===== config.mk =====
export PLATFORM = sky130hd
export DESIGN_NAME = cpu_ctrl_seq
export DESIGN_NICKNAME = d
export VERILOG_FILES = /design/src/rtl/cpu_ctrl_pkg.sv /design/src/rtl/cpu_ctrl_decode.sv /design/src/rtl/cpu_ctrl_seq.sv
export SDC_FILE = /design/constraint.sdc
export NUM_CORES = 1
export LEC_CHECK = 0
export CAP_MARGIN = 5
export CELL_PAD_IN_SITES_DETAIL_PLACEMENT = 0
export CELL_PAD_IN_SITES_GLOBAL_PLACEMENT = 1
export CORE_MARGIN = 10
export CORE_UTILIZATION = 33
export CTS_BUF_LIST = sky130_fd_sc_hd__clkbuf_16
export DETAILED_ROUTE_END_ITERATION = 10
export GPL_TIMING_DRIVEN = 1
export HOLD_SLACK_MARGIN = 0.06
export PLACE_DENSITY_LB_ADDON = 0.3
export REMOVE_ABC_BUFFERS = 1
export SYNTH_ARGS = -nofsm -noshare
export SYNTH_HDL_FRONTEND = slang
export SYNTH_SLANG_ARGS = --single-unit
export TNS_END_PERCENT = 100

===== constraint.sdc =====
create_clock -name clk -period 2.9 [get_ports clk]
set_clock_uncertainty 0.2 [all_clocks]
set_input_delay 0.29 -clock clk [delete_from_list [all_inputs] [get_ports clk]]
set_output_delay 0.29 -clock clk [all_outputs]
set_load 0.05 [all_outputs]

===== src/rtl/cpu_ctrl_pkg.sv =====
// Shared constants for the accumulator CPU control sequencer:
// opcodes, control-word bit positions and the FSM state encoding.
package cpu_ctrl_pkg;

  localparam logic [7:0] OP_STORE  = 8'h01;
  localparam logic [7:0] OP_LOAD   = 8'h02;
  localparam logic [7:0] OP_ADD    = 8'h03;
  localparam logic [7:0] OP_SUB    = 8'h04;
  localparam logic [7:0] OP_JMPGEZ = 8'h05;
  localparam logic [7:0] OP_JMP    = 8'h06;
  localparam logic [7:0] OP_HALT   = 8'h07;
  localparam logic [7:0] OP_MPY    = 8'h08;
  localparam logic [7:0] OP_AND    = 8'h0A;
  localparam logic [7:0] OP_OR     = 8'h0B;
  localparam logic [7:0] OP_NOT    = 8'h0C;
  localparam logic [7:0] OP_SHR    = 8'h0D;
  localparam logic [7:0] OP_SHL    = 8'h0E;

  localparam int C_MAR_PC  = 0;
  localparam int C_MEM_RD  = 1;
  localparam int C_IR_MBR  = 2;
  localparam int C_MAR_IR  = 3;
  localparam int C_MEM_WR  = 4;
  localparam int C_MBR_ACC = 5;
  localparam int C_PC_INC  = 6;
  localparam int C_BR_MBR  = 7;
  localparam int C_ACC_ALU = 9;
  localparam int C_ACC_MBR = 10;
  localparam int C_PC_IR   = 14;

  typedef enum logic [3:0] {
    S_IDLE = 4'd0,
    S_F0   = 4'd1,
    S_F1   = 4'd2,
    S_F2   = 4'd3,
    S_DEC  = 4'd4,
    S_EXA  = 4'd5,
    S_EXR  = 4'd6,
    S_EXL  = 4'd7,
    S_EXB  = 4'd8,
    S_EXU  = 4'd9,
    S_EXM  = 4'd10,
    S_EXW  = 4'd11,
    S_EXJ  = 4'd12,
    S_HALT = 4'd13
  } state_t;

endpackage


===== src/rtl/cpu_ctrl_decode.sv =====
// Combinational decode of the sequencer state into the datapath control word.
// Only C9 looks at an input, so the ALU result is written in the cycle it is ready.
module cpu_ctrl_decode
  import cpu_ctrl_pkg::*;
(
  input  logic [3:0]  state,
  input  logic        alu_done,
  output logic [15:0] ctrl
);

  always_comb begin
    ctrl = '0;
    case (state_t'(state))
      S_F0:  ctrl[C_MAR_PC] = 1'b1;
      S_F1:  ctrl[C_MEM_RD] = 1'b1;
      S_F2: begin
        ctrl[C_IR_MBR] = 1'b1;
        ctrl[C_PC_INC] = 1'b1;
      end
      S_EXA: ctrl[C_MAR_IR]  = 1'b1;
      S_EXR: ctrl[C_MEM_RD]  = 1'b1;
      S_EXL: ctrl[C_ACC_MBR] = 1'b1;
      S_EXB: ctrl[C_BR_MBR]  = 1'b1;
      S_EXU: ctrl[C_ACC_ALU] = alu_done;
      S_EXM: ctrl[C_MBR_ACC] = 1'b1;
      S_EXW: ctrl[C_MEM_WR]  = 1'b1;
      S_EXJ: ctrl[C_PC_IR]   = 1'b1;
      default: ctrl = '0;
    endcase
  end

endmodule


===== src/rtl/cpu_ctrl_seq.sv =====
// Hardwired fetch/decode/execute sequencer for the accumulator CPU.
// Holds memory strobes MEM_WAIT extra cycles and waits on the ALU in EXU.
module cpu_ctrl_seq
  import cpu_ctrl_pkg::*;
#(
  parameter int MEM_WAIT = 0,
  parameter int CW       = 4
) (
  input  logic        clk,
  input  logic        rst_n,
  input  logic        start,
  input  logic [7:0]  opcode,
  input  logic        acc_neg,
  input  logic        alu_done,
  output logic [15:0] ctrl,
  output logic [3:0]  alu_op,
  output logic        alu_start,
  output logic        halted,
  output logic        illegal
);

  state_t        state, state_next;
  logic [CW-1:0] wait_cnt;
  logic          exu_first;
  logic          set_illegal;

  always_ff @(posedge clk or negedge rst_n) begin
    if (!rst_n) state <= S_IDLE;
    else        state <= state_next;
  end

  // After DEC the latched low nibble is enough to steer the shared EXA/EXR path,
  // because undefined opcodes never get past DEC.
  always_comb begin
    state_next  = state;
    set_illegal = 1'b0;
    case (state)
      S_IDLE: if (start) state_next = S_F0;
      S_F0:   state_next = S_F1;
      S_F1:   if (wait_cnt == '0) state_next = S_F2;
      S_F2:   state_next = S_DEC;
      S_DEC: begin
        case (opcode)
          OP_LOAD, OP_STORE, OP_ADD, OP_SUB,
          OP_MPY, OP_AND, OP_OR:       state_next = S_EXA;
          OP_NOT, OP_SHR, OP_SHL:      state_next = S_EXU;
          OP_JMP:                      state_next = S_EXJ;
          OP_JMPGEZ:                   state_next = acc_neg ? S_F0 : S_EXJ;
          OP_HALT:                     state_next = S_HALT;
          default: begin
            set_illegal = 1'b1;
            state_next  = S_HALT;
          end
        endcase
      end
      S_EXA:  state_next = (alu_op == OP_STORE[3:0]) ? S_EXM : S_EXR;
      S_EXR: begin
        if (wait_cnt == '0)
          state_next = (alu_op == OP_LOAD[3:0]) ? S_EXL : S_EXB;
      end
      S_EXL:  state_next = S_F0;
      S_EXB:  state_next = S_EXU;
      S_EXU:  if (alu_done) state_next = S_F0;
      S_EXM:  state_next = S_EXW;
      S_EXW:  if (wait_cnt == '0) state_next = S_F0;
      S_EXJ:  state_next = S_F0;
      S_HALT: state_next = S_HALT;
      default: state_next = S_IDLE;
    endcase
  end

  // Every held state is entered from a different state, so a state change reloads the count.
  always_ff @(posedge clk or negedge rst_n) begin
    if (!rst_n) begin
      wait_cnt  <= '0;
      exu_first <= 1'b0;
      alu_op    <= '0;
      illegal   <= 1'b0;
    end else begin
      if (state_next != state)  wait_cnt <= CW'(MEM_WAIT);
      else if (wait_cnt != '0)  wait_cnt <= wait_cnt - 1'b1;
      exu_first <= (state_next == S_EXU) && (state != S_EXU);
      if (state == S_DEC) alu_op  <= opcode[3:0];
      if (set_illegal)    illegal <= 1'b1;
    end
  end

  assign alu_start = exu_first;
  assign halted    = (state == S_HALT);

  cpu_ctrl_decode u_decode (
    .state    (state),
    .alu_done (alu_done),
    .ctrl     (ctrl)
  );

endmodule


==> impl_metrics.xml <==
<?xml version="1.0" encoding="UTF-8"?>
<metrics>
  <group name="outcome">
    <metric name="status" unit="">complete, no violations</metric>
  </group>
  <group name="global_route">
    <metric name="grt_util_met2" unit="%">14.8</metric>
    <metric name="first_global_vias" unit="">1020</metric>
    <metric name="grt_max_degree" unit="">15</metric>
    <metric name="grtUsageMet1" unit="%">13.0</metric>
    <metric name="grt-ovfl-total" unit="">0</metric>
    <metric name="number_of_antenna_violations_at_the_first_check_in_global_routing" unit="">0</metric>
    <metric name="grt-busiest-layer" unit="">met2</metric>
    <metric name="grt_use_total" unit="%">9.97</metric>
    <metric name="global_route_wire_length_before_repair" unit="um">5070</metric>
    <metric name="groute.layer.met3.usage" unit="%">3.38</metric>
  </group>
  <group name="timing">
    <metric name="fin_crit_sh" unit="%">92.6</metric>
    <metric name="final_count_of_pins_violating_max_slew" unit="">0</metric>
    <metric name="max_slew_margin" unit="%">54.0</metric>
    <metric name="sum_of_negative_setup_slack" unit="ns">0</metric>
    <metric name="max_freq" unit="MHz">373</metric>
    <metric name="tightest_slew" unit="ns">0.684</metric>
    <metric name="finalSetupViolations" unit="">0</metric>
    <metric name="fin_hold_ws" unit="ns">0.260</metric>
    <metric name="rsz0062_at_grt" unit="">false</metric>
    <metric name="worst_slack" unit="ns">0.216</metric>
    <metric name="final_hold_viol_count" unit="">0</metric>
    <metric name="final.min_clock_period" unit="ns">2.68</metric>
  </group>
  <group name="detailed_routing">
    <metric name="drc" unit="">0</metric>
    <metric name="dr_total_vias" unit="">1018</metric>
    <metric name="route.final.wire_length" unit="um">2900</metric>
    <metric name="final_antenna_net_count" unit="">0</metric>
    <metric name="detail_route.iter0.violations" unit="">54</metric>
    <metric name="wl_per_cell" unit="um">14.6</metric>
    <metric name="viasPerCell" unit="">5.12</metric>
    <metric name="first_pass_iters" unit="">4</metric>
  </group>
  <group name="setup_path">
    <metric name="critical_path_arrival" unit="ns">2.19</metric>
    <metric name="timing.reg2reg.setup_slack" unit="ns">0.30</metric>
    <metric name="cp_endpoint_kind" unit="">output pin</metric>
    <metric name="required" unit="ns">2.41</metric>
    <metric name="critical_path_class" unit="">register to output pin</metric>
    <metric name="path_max_fanout" unit="">12</metric>
    <metric name="worst_setup_path_start_kind" unit="">register</metric>
  </group>
  <group name="hold_path">
    <metric name="worstHoldPathType" unit="">input port to asynchronous set/reset pin</metric>
  </group>
  <group name="power_and_ir_drop">
    <metric name="power_density" unit="nW/um^2">1020</metric>
    <metric name="fin_total_pwr" unit="mW">1.52</metric>
    <metric name="irDropWorstVdd" unit="V">0.000546</metric>
    <metric name="power_leakage" unit="nW">0.598</metric>
  </group>
  <group name="cells_and_area">
    <metric name="final_util" unit="%">48.3</metric>
    <metric name="areaGrowthSynthToFinish" unit="%">39.0</metric>
    <metric name="layout-drive-gt1-share" unit="%">12.3</metric>
    <metric name="finish.net_count" unit="">170</metric>
    <metric name="n_antenna_cell" unit="">0</metric>
  </group>
  <group name="placed_design">
    <metric name="io_buffer_count" unit="">30</metric>
    <metric name="routabilityCongestion" unit="">0.832</metric>
    <metric name="post-place-ws" unit="ns">0.208</metric>
    <metric name="hpwlAfterDp" unit="um">2300</metric>
  </group>
  <group name="synthesis">
    <metric name="yosys_most_used_dff" unit="">dfrtp_1</metric>
    <metric name="ys_warn_count" unit="">0</metric>
    <metric name="synth-seq-area-share" unit="%">32.8</metric>
    <metric name="syn_area_per_cell" unit="um^2">8.62</metric>
    <metric name="synth.cell_area" unit="um^2">1070</metric>
    <metric name="synth_edf_count" unit="">0</metric>
    <metric name="postSynthCellCount" unit="">124</metric>
    <metric name="async_reset_ff_share" unit="%">100</metric>
    <metric name="total_of_flip_flops_plus_latches_after_synthesis" unit="">14</metric>
    <metric name="synth.distinct_cells" unit="">44</metric>
  </group>
  <group name="clock_network">
    <metric name="cts_hold_buffers" unit="">0</metric>
    <metric name="cts.repair.resized" unit="">0</metric>
    <metric name="clkTransAtPathRegs" unit="ns">0.05</metric>
    <metric name="tritoncts" unit="">done</metric>
    <metric name="post-cts-setup-buffer-count" unit="">0</metric>
    <metric name="clock_tree.root_cell" unit="">clkbuf_16</metric>
    <metric name="htree_levels" unit="">1</metric>
    <metric name="cts_buffer_depth" unit="">2</metric>
    <metric name="clock_buffer_count_from_cts" unit="">3</metric>
    <metric name="clock_sinks" unit="">14</metric>
    <metric name="worstSkewPairLatency" unit="ns">0.24</metric>
  </group>
  <group name="run">
    <metric name="cap_viol_max_count" unit="">0</metric>
  </group>
  <group name="floorplanning">
    <metric name="floorplan.initialDensity" unit="%">34.7</metric>
    <metric name="die_width" unit="um">76.9</metric>
    <metric name="ioPinCount" unit="">36</metric>
    <metric name="die_area" unit="um^2">5910</metric>
    <metric name="row_count" unit="">20</metric>
    <metric name="die_y" unit="um">76.9</metric>
    <metric name="core_region_area" unit="um^2">3080</metric>
  </group>
</metrics>
==> routing by layer <==
metal / vias up / wire, um
met5: - / 0
met4: 0 / 18
met3: 2 / 285
met2: 41 / 1310
met1: 472 / 1290
li1: 503 / -
==> per-stage QoR <==
step,cells,area (um^2)
after detailed placement,195,1410
after global routing,199,1490
after global placement,195,1410
final,199,1490
after floorplan,116,1010
after CTS,199,1490
==> critical path, cell delays in order, from the launching register on <==
cell             delay [ns]
dfrtp_1                0.58
nand2b_1               0.23
nor2_1                 0.20
and2_1                 0.14
clkdlybuf4s50_1        0.80
==> cell type report <==
cell class	instances	area [um^2]
flip-flops and latches	14	350
clock buffers	3	75.1
well taps	44	55.1
repair buffers	35	338
fillers	307	1590
inverters	5	18.8
clock inverters	1	3.75
multi-input cells	97	644
==> cell usage in the layout (no fill, tap or decap), types with 2 or more instances in the layout <==
cell type	n
inv_1	5
nor2b_1	2
o31ai_1	3
a21oi_1	9
a211o_1	2
buf_4	5
o211ai_1	3
a211oi_1	3
nand2b_1	6
and4b_1	3
clkdlybuf4s50_1	30
nand2_1	5
mux2i_1	2
nand3_1	2
a21o_1	2
o32ai_1	2
clkbuf_16	3
dfrtp_1	14
nor3_1	9
nor2_1	13
mux2_2	4
conb_1	5
==> registers in the layout (all words and copies together), names as in the netlist <==
signal     flops
wait_cnt       4
illegal        1
alu_op         4
state          4
alu_start      1
==> where the power goes <==
part	switching, mW	internal (mW)	total, mW
Clock	0.0768	0.182	0.259
Combinational	0.589	0.332	0.921
Sequential	0.0819	0.260	0.342
Total	0.747	0.774	1.52
==> kinds of logic after synthesis <==
kind of cell,synth area share (%)
other,0.351
AOI/OAI and AO/OA,21.0
and+or+nand+nor,28.7
buffers and inverters,8.31
xor gates and xnor gates,1.64
adders and majority gates,1.17
muxes,6.09
DFF,32.8
==> worst paths after layout <==
path / from / to / cells after the start
setup reg to reg: wait_cnt[0] / wait_cnt[1] / 8
min in group clk: illegal / illegal / 1
hold / removal: rst_n / wait_cnt[2] / 1
setup / recovery: state[0] / ctrl[9] / 4
max in group asynchronous: rst_n / state[2] / 1
hold reg to reg: illegal / illegal / 1
==> synthesized netlist by cell type, drive strengths merged, types with 3 or more instances <==
| cell type | n | share of area (%) |
|---|---|---|
| o31ai | 3 | 2.1 |
| nand2b | 6 | 3.5 |
| buf | 8 | 5.2 |
| and4b | 3 | 2.8 |
| dfrtp | 14 | 33 |
| a211oi | 3 | 2.1 |
| nand2 | 5 | 1.8 |
| a21o | 3 | 2.2 |
| mux2 | 4 | 4.2 |
| inv | 5 | 1.8 |
| nor2 | 14 | 5.2 |
| clkbuf | 4 | 1.4 |
| o211ai | 3 | 2.1 |
| a21oi | 9 | 4.2 |
| nor3 | 10 | 5.2 |
(Power assumes the default switching activity.)
